==> config.mk <==
export PLATFORM = sky130hd
export DESIGN_NAME = trap_ctrl
export DESIGN_NICKNAME = d
export VERILOG_FILES = /design/src/rtl/core_pkg.sv /design/src/rtl/trap_ctrl.sv
export SDC_FILE = /design/constraint.sdc
export NUM_CORES = 1
export LEC_CHECK = 0
export CORE_UTILIZATION = 23
export DETAILED_ROUTE_END_ITERATION = 6
export MAX_ROUTING_LAYER = met4
export PLACE_DENSITY = 0.93
export SLEW_MARGIN = 0
export SYNTH_ARGS = -nofsm -noshare
export SYNTH_HDL_FRONTEND = slang
export SYNTH_SLANG_ARGS = --single-unit
==> constraint.sdc <==
create_clock -name clk_i -period 1.7 [get_ports clk_i]
set_input_delay 0.34 -clock clk_i [delete_from_list [all_inputs] [get_ports clk_i]]
set_output_delay 0.34 -clock clk_i [all_outputs]
set_load 0.02 [all_outputs]
==> src/rtl/core_pkg.sv <==
// core_pkg: shared types and constants for the RISC-X core.
//   trap_state_t : sequencer states for trap_ctrl (IDLE, DRAIN, REDIRECT).
//   EXC_*        : machine-mode exception cause codes driven into mcause.
package core_pkg;

  typedef enum logic [1:0] {
    TRAP_IDLE     = 2'd0,
    TRAP_DRAIN    = 2'd1,
    TRAP_REDIRECT = 2'd2
  } trap_state_t;

  localparam logic [4:0] EXC_INSN_MISALIGNED = 5'd0;
  localparam logic [4:0] EXC_ILLEGAL_INSN    = 5'd2;
  localparam logic [4:0] EXC_BREAKPOINT      = 5'd3;
  localparam logic [4:0] EXC_LOAD_FAULT      = 5'd5;
  localparam logic [4:0] EXC_ECALL_M         = 5'd11;

endpackage

==> src/rtl/trap_ctrl.sv <==
// trap_ctrl: machine-mode trap entry / mret return sequencer.
//
// Accepts one event while IDLE (priority EX exception > ID exception > mret),
// pulses the CSR strobes and front-end flushes combinationally in the
// acceptance cycle, waits in DRAIN while MEM/WB is busy, then redirects fetch
// for one cycle to mtvec (trap) or mepc (mret).
//
// Optional feature: define TRAP_CTRL_CNT_EN to add a 32-bit wrapping counter
// of accepted exceptions on trap_cnt_o; otherwise trap_cnt_o is tied to 0.
//
// Ports:
//   clk_i, rst_i                      clock, async active-high reset
//   exc_id_i / exc_id_cause_i         exception request + cause from ID
//   exc_ex_i / exc_ex_cause_i         exception request + cause from EX
//   mret_id_i                         mret decoded in ID
//   pipe_busy_i                       MEM/WB access outstanding
//   mtvec_i, mepc_i                   redirect sources from the CSR file
//   save_pc_id_o, save_pc_ex_o        CSR strobes: capture ID/EX PC to mepc
//   exception_cause_o                 cause for mcause (acceptance cycle only)
//   mstatus_trap_o, mstatus_mret_o    CSR mstatus update strobes
//   flush_if_o, flush_id_o, flush_ex_o  stage flushes
//   pc_redirect_o, pc_target_o        one-cycle fetch redirect and target
//   busy_o                            sequencer not IDLE
//   trap_cnt_o                        accepted-exception count
module trap_ctrl
  import core_pkg::*;
#(
  parameter int CAUSE_W = 5
) (
  input  logic               clk_i,
  input  logic               rst_i,
  input  logic               exc_id_i,
  input  logic [CAUSE_W-1:0] exc_id_cause_i,
  input  logic               exc_ex_i,
  input  logic [CAUSE_W-1:0] exc_ex_cause_i,
  input  logic               mret_id_i,
  input  logic               pipe_busy_i,
  input  logic [31:0]        mtvec_i,
  input  logic [31:0]        mepc_i,
  output logic               save_pc_id_o,
  output logic               save_pc_ex_o,
  output logic [CAUSE_W-1:0] exception_cause_o,
  output logic               mstatus_trap_o,
  output logic               mstatus_mret_o,
  output logic               flush_if_o,
  output logic               flush_id_o,
  output logic               flush_ex_o,
  output logic               pc_redirect_o,
  output logic [31:0]        pc_target_o,
  output logic               busy_o,
  output logic [31:0]        trap_cnt_o
);

  trap_state_t state_q;
  logic        is_mret_q;

  logic idle;
  logic take_ex;
  logic take_id;
  logic take_mret;
  logic accept;

  // Acceptance strobes are combinational from the inputs, so they are also
  // gated by reset to keep every output at 0 while reset is held.
  assign idle      = (state_q == TRAP_IDLE) && !rst_i;
  assign take_ex   = idle && exc_ex_i;
  assign take_id   = idle && !exc_ex_i && exc_id_i;
  assign take_mret = idle && !exc_ex_i && !exc_id_i && mret_id_i;
  assign accept    = take_ex || take_id || take_mret;

  // mtvec direct mode: the low two (mode) bits never reach the target.
  logic unused_mtvec_mode;
  assign unused_mtvec_mode = ^mtvec_i[1:0];

  // NOTE: every always_comb output gets a default first so no path leaves
  // it unassigned; a missing default infers a latch.
  always_comb begin
    save_pc_id_o      = 1'b0;
    save_pc_ex_o      = 1'b0;
    exception_cause_o = '0;
    mstatus_trap_o    = 1'b0;
    mstatus_mret_o    = 1'b0;
    flush_if_o        = 1'b0;
    flush_id_o        = 1'b0;
    flush_ex_o        = 1'b0;
    pc_redirect_o     = 1'b0;
    pc_target_o       = 32'h0;

    if (take_ex) begin
      save_pc_ex_o      = 1'b1;
      exception_cause_o = exc_ex_cause_i;
      mstatus_trap_o    = 1'b1;
      flush_if_o        = 1'b1;
      flush_id_o        = 1'b1;
      flush_ex_o        = 1'b1;
    end else if (take_id) begin
      save_pc_id_o      = 1'b1;
      exception_cause_o = exc_id_cause_i;
      mstatus_trap_o    = 1'b1;
      flush_if_o        = 1'b1;
      flush_id_o        = 1'b1;
    end else if (take_mret) begin
      mstatus_mret_o    = 1'b1;
      flush_if_o        = 1'b1;
      flush_id_o        = 1'b1;
    end

    // Keep fetch flushed until the redirect lands.
    if (state_q == TRAP_DRAIN) begin
      flush_if_o = 1'b1;
    end

    if (state_q == TRAP_REDIRECT) begin
      flush_if_o    = 1'b1;
      pc_redirect_o = 1'b1;
      pc_target_o   = is_mret_q ? mepc_i : {mtvec_i[31:2], 2'b00};
    end
  end

  assign busy_o = (state_q != TRAP_IDLE);

  // NOTE: sequential state uses non-blocking assignments so every register
  // samples pre-edge values regardless of statement order.
  always_ff @(posedge clk_i or posedge rst_i) begin
    if (rst_i) begin
      state_q   <= TRAP_IDLE;
      is_mret_q <= 1'b0;
    end else begin
      case (state_q)
        TRAP_IDLE: begin
          if (accept) begin
            is_mret_q <= take_mret;
            state_q   <= pipe_busy_i ? TRAP_DRAIN : TRAP_REDIRECT;
          end
        end
        TRAP_DRAIN: begin
          if (!pipe_busy_i) begin
            state_q <= TRAP_REDIRECT;
          end
        end
        TRAP_REDIRECT: begin
          state_q <= TRAP_IDLE;
        end
        default: begin
          state_q <= TRAP_IDLE;
        end
      endcase
    end
  end

`ifdef TRAP_CTRL_CNT_EN
  logic [31:0] trap_cnt_q;

  // Counts exceptions only; mret is not a trap. Wraps naturally at 2^32.
  always_ff @(posedge clk_i or posedge rst_i) begin
    if (rst_i) begin
      trap_cnt_q <= 32'h0;
    end else if (take_ex || take_id) begin
      trap_cnt_q <= trap_cnt_q + 32'd1;
    end
  end

  assign trap_cnt_o = trap_cnt_q;
`else
  assign trap_cnt_o = 32'h0;
`endif

endmodule

Word-level counts from Yosys, hierarchy flattened
Cells that the tools add are included.
{"block": "classes", "reduce_logical": 15, "n_lt_le_gt_ge": 0, "n_addsub": 0, "n_bitwise": 0, "n_mul": 0, "n_shift": 0, "div_mod_pow": 0, "n_eq_ne": 4, "muxes": 20}
{"cell": "$mux 32", "count": 2}
{"cell": "$mux 1", "count": 12}
{"cell": "$mux 5", "count": 2}
{"cell": "$logic_and 1x1->1", "count": 6}
{"cell": "$mux 2", "count": 3}
{"cell": "$ne 2x2->1 const B", "count": 2}
{"cell": "$pmux 2 s2", "count": 1}
{"cell": "$reduce_and 2->1", "count": 2}
{"cell": "$logic_not 1->1", "count": 3}
{"cell": "$eq 2x1->1 const B", "count": 1}
{"cell": "$eq 2x2->1 const B", "count": 1}
{"cell": "$logic_not 2->1", "count": 1}
{"cell": "$logic_or 1x1->1", "count": 2}
{"cell": "$reduce_bool 2->1", "count": 1}
{"block": "totals", "output_inout_bits": 78, "word_cells": 41, "ramBits": 0, "latch_bits": 0, "regBits": 3, "input_bits": 80, "n_memories": 0, "rom_bits": 0}

Longest topological paths before layout
{"block": "depth", "word_depth": 10, "mapped_depth": 4, "mapped_depth_nobuf": 3}

Worst setup path after synthesis
No wires, ideal clock.
{"block": "synth_timing", "kind": "reg2out", "from": "reg state_q[1]", "to": "out save_pc_ex_o", "required_ns": 1.360, "path_stages_with_launch": 5, "n_path_buf": 2, "arrival_time_ns": 1.471, "setup_slack_ns": -0.111, "path_cell_list": "dfrtp_1 > or3_1 > buf_6 > nor2_1 > buf_4"}
{"block": "synth_between", "elab_chain_len": 4}
{"item": "from (decl)", "line_no": "trap_ctrl.sv:54", "source": "trap_state_t state_q;"}
{"item": "from (signal assigned)", "line_no": "trap_ctrl.sv:133", "source": "state_q <= pipe_busy_i ? TRAP_DRAIN : TRAP_REDIRECT;"}
{"item": "$logic_not 2->1", "line_no": "trap_ctrl.sv:65", "source": "assign idle = (state_q == TRAP_IDLE) && !rst_i;"}
{"item": "$logic_and 1x1->1", "line_no": "trap_ctrl.sv:65"}
{"item": "$logic_and 1x1->1", "line_no": "trap_ctrl.sv:66", "source": "assign take_ex = idle && exc_ex_i;"}
{"item": "$mux 1"}
{"item": "to (decl)", "line_no": "trap_ctrl.sv:41", "source": "output logic save_pc_ex_o,"}
No other way between the ends.

Worst setup path after layout
{"block": "layout_timing", "from": "reg state_q[1]", "to": "out save_pc_id_o"}
{"block": "layout_between", "elab_chain_len": 6, "elab_cells_between_ends": 7, "classes_between": "mux (2); reduce/logical (5)"}
{"item": "$logic_not 2->1 *", "line_no": "trap_ctrl.sv:65"}
{"item": "$logic_and 1x1->1 *", "line_no": "trap_ctrl.sv:65"}
{"item": "$logic_and 1x1->1 (2 in series)", "line_no": "trap_ctrl.sv:67", "source": "assign take_id = idle && !exc_ex_i && exc_id_i;"}
{"item": "$mux 1", "line_no": "trap_ctrl.sv:96", "source": "end else if (take_id) begin"}
{"item": "$mux 1 *", "line_no": "trap_ctrl.sv:89", "source": "if (take_ex) begin"}
{"item": "to (decl)", "line_no": "trap_ctrl.sv:40", "source": "output logic save_pc_id_o,"}
Mark *: on every way between the ends. The rest lies on a longest branch, timed or not.

==> out/metrics.cfg <==
[synthesis]
yosys_warnings = 0
synthCells = 145
yosys-top-cells-area = mux2i_1 (29%), buf_4 (26%), nor2_1 (12%)
synth_top_area_frac = 0.294
synth_seq_cells = 3
syn_area_sq_um = 1020
yosys.area.top_type = mux2i_1
seq_area_frac_synth = 0.0734
avgSynthCellArea_sq_um = 7.05
ys_types = 24

[pwr]
peakVddDrop_mv = 0.222
p_leak_nw = 1.12
p_per_area_nw_per_um2 = 522
pwr-share-seq = 0.078
p_clk_frac = 0.168
p_int_mw = 0.718
pwr-share-comb = 0.754
sw_frac_of_total = 0.402
p_total_mw = 1.20
p_sw_mw = 0.482

[timing]
clock_skew_ns = 0.00132
maxSlewViolCount = 0
fin_ws_ns = -0.0633
rsz0062_at_grt = yes
fin_crit_ns = 1.76
finalCritPeriodShare = 1.04
finalHoldViolCount = 0
setup_viol = 6
max_freq_mhz = 567

[cells_and_area]
final_nets = 357
final_util = 0.555
fin_area_sq_um = 2300
drive_gt1_frac = 0.286
final_common_cell = clkdlybuf4s50_1
areaGrowthSynthToFinish_pct = 125
num_antenna_cells = 0
stdcell_count = 326
nFillCells = 406
final_cell_mix = clkdlybuf4s50_1 (73), conb_1 (32), nor2_1 (31)

[setup_path]
critical_path_peak_fanout = 5
worst-path-buf-inv = 2
worst_path_largest_cell_delay_ns = 0.39
r2r_slack_ns = 0.47
crit_slowest_cell = or3_4
crit_chain = or3_4, buf_6, nor3b_2, buf_4
r2r_end = is_mret_q
cp_top_family = simple AND/OR/NAND/NOR gates
cp-start-kind = register
r2r-start = state_q[1]
crit_type = reg2out
rr_worst_depth = 3
worstPathArrival_ns = 1.42
worstPathRequired_ns = 1.36
crit_path_end_kind = output pin

[cts]
clk_pin_slew_worst_paths_ns = 0.03
htree_levels = 1
cts_made_buffers = 3
cts_root_buf = clkbuf_8
hold_buffers = 0
cts.sinks = 3
clock_tree.buffer_depth = 2
clk_latency_ns = 0.21
cts_tree = built

[floorplanning]
dieArea_sq_um = 4710
die_y_um = 68.7
num_rows = 23
core_area_sq_um = 4140
start_util = 0.247
io_pins = 158
die_x_um = 68.7

[drt]
drt_first_pass_iters = 4
ant_nets = 0
via_count = 1404
wl_um = 4440
route.detailed.drc = 0
wl_per_cell_um = 13.6
routed_via_density = 4.31
first_iter_violations = 30

[grt]
grt_max_degree = 18
grt_usage = 0.168
grt-ovfl-total = 0
antenna_found_initial = 0
grt_pass1_wl_um = 5710
grt_pass1_vias = 1254

[placed_design]
dp.cells = 318
hpwl_um = 3370
gp_congestion = 0.813
dp_slack_ns = -0.664
portBuffers = 123
place_area_sq_um = 2230

[outcome]
status = finished with violations
violations = setup timing

[job]
cap_violations = 0

[hold_path]
hp-class = in2async

[worst max path at each step]
stage                     startpoint      endpoint  slack, ns  cells past startpoint
after floorplan           state_q[1]  save_pc_ex_o       0.01                      4
after global placement         rst_i  save_pc_id_o      -0.68                      5
after detailed placement       rst_i  save_pc_id_o      -0.66                      5
after CTS                 state_q[0]  save_pc_id_o       -0.1                      4
after global routing      state_q[1]  save_pc_id_o      -0.13                      4
final                     state_q[1]  save_pc_id_o      -0.06                      4
[per-stage QoR]
stage | hold WS (ns) | setup TNS (ns)
finish | 0.239 | -0.149
global route | 0.255 | -0.713
CTS | 0.281 | -0.483
detailed placement | 0.555 | -14.08
global placement | 0.535 | -13.76
floorplan | 0.0936 | 0
[cells by family (layout without fill, tap and decap cells)]
| logic type | count (synthesis) | after routing | share of synthesized area |
|---|---|---|---|
| mux | 30 | 30 | 0.294 |
| buf+inv | 46 | 146 | 0.312 |
| compound gates | 7 | 7 | 0.0416 |
| other cells | 1 | 32 | 0.00367 |
| simple gates | 58 | 58 | 0.275 |
| flops | 3 | 3 | 0.0734 |
[per-layer routing]
metal	track usage	part of all wire	up-vias
met1	0.164	0.35	641
met5	-	0	-
met2	0.331	0.53	80
met4	0.0495	0.0061	0
li1	-	-	681
met3	0.0313	0.12	2
[worst min-delay path: stages]
cell and delay (ns):
clkdlybuf4s15_1 0.18, buf_4 0.16, inv_1 0.11
[sequential cells by signal, indices dropped and copies added, names as in the netlist]
name,cells
state_q,2
is_mret_q,1
[final cells by class]
| class | count | area, sq um | area share |
|---|---|---|---|
| multi-input combinational | 127 | 822 | 0.358 |
| tap | 50 | 62.6 | 0.0272 |
| clock buffer | 4 | 45.0 | 0.0196 |
| timing repair buffer | 139 | 1280 | 0.557 |
| inverter | 3 | 11.3 | 0.00490 |
| sequential | 3 | 76.3 | 0.0332 |
[cells in the mapped netlist]
| master | count |
|---|---|
| and3_1 | 2 |
| o311ai_0 | 1 |
| conb_1 | 1 |
| or2_2 | 1 |
| or3_1 | 1 |
| dfrtp_1 | 3 |
| nor4b_1 | 2 |
| nor3b_2 | 1 |
| nand2_1 | 5 |
| buf_6 | 1 |
| o22a_1 | 1 |
| nor2_1 | 34 |
| a21oi_1 | 5 |
| nor4_1 | 2 |
| buf_2 | 6 |
| mux2i_1 | 30 |
| nand3b_1 | 5 |
| nor3_1 | 1 |
| nor2b_1 | 1 |
| and2_1 | 1 |
| buf_4 | 35 |
| nand2b_1 | 2 |
| clkbuf_1 | 1 |
| inv_1 | 3 |
[power groups by stage]
stage	combinational (mW)	sequential, mW	clock (mW)
after global routing	0.960	0.0949	0.219
after detailed placement	0.819	0.0894	0
after CTS	0.905	0.0937	0.208
after global placement	0.812	0.0886	0
final	0.904	0.0940	0.201
after floorplan	0.497	0.0867	0
[what timing repair did]
action	4_1_cts	5_1_grt
gates resized for setup	206	30
gates cloned	3	0
pin swaps	3	2
hold endpoints to repair	0	0
setup endpoints to repair	46	37
buffers inserted	1	0
No activity file was read; power rests on OpenSTA's default activity.
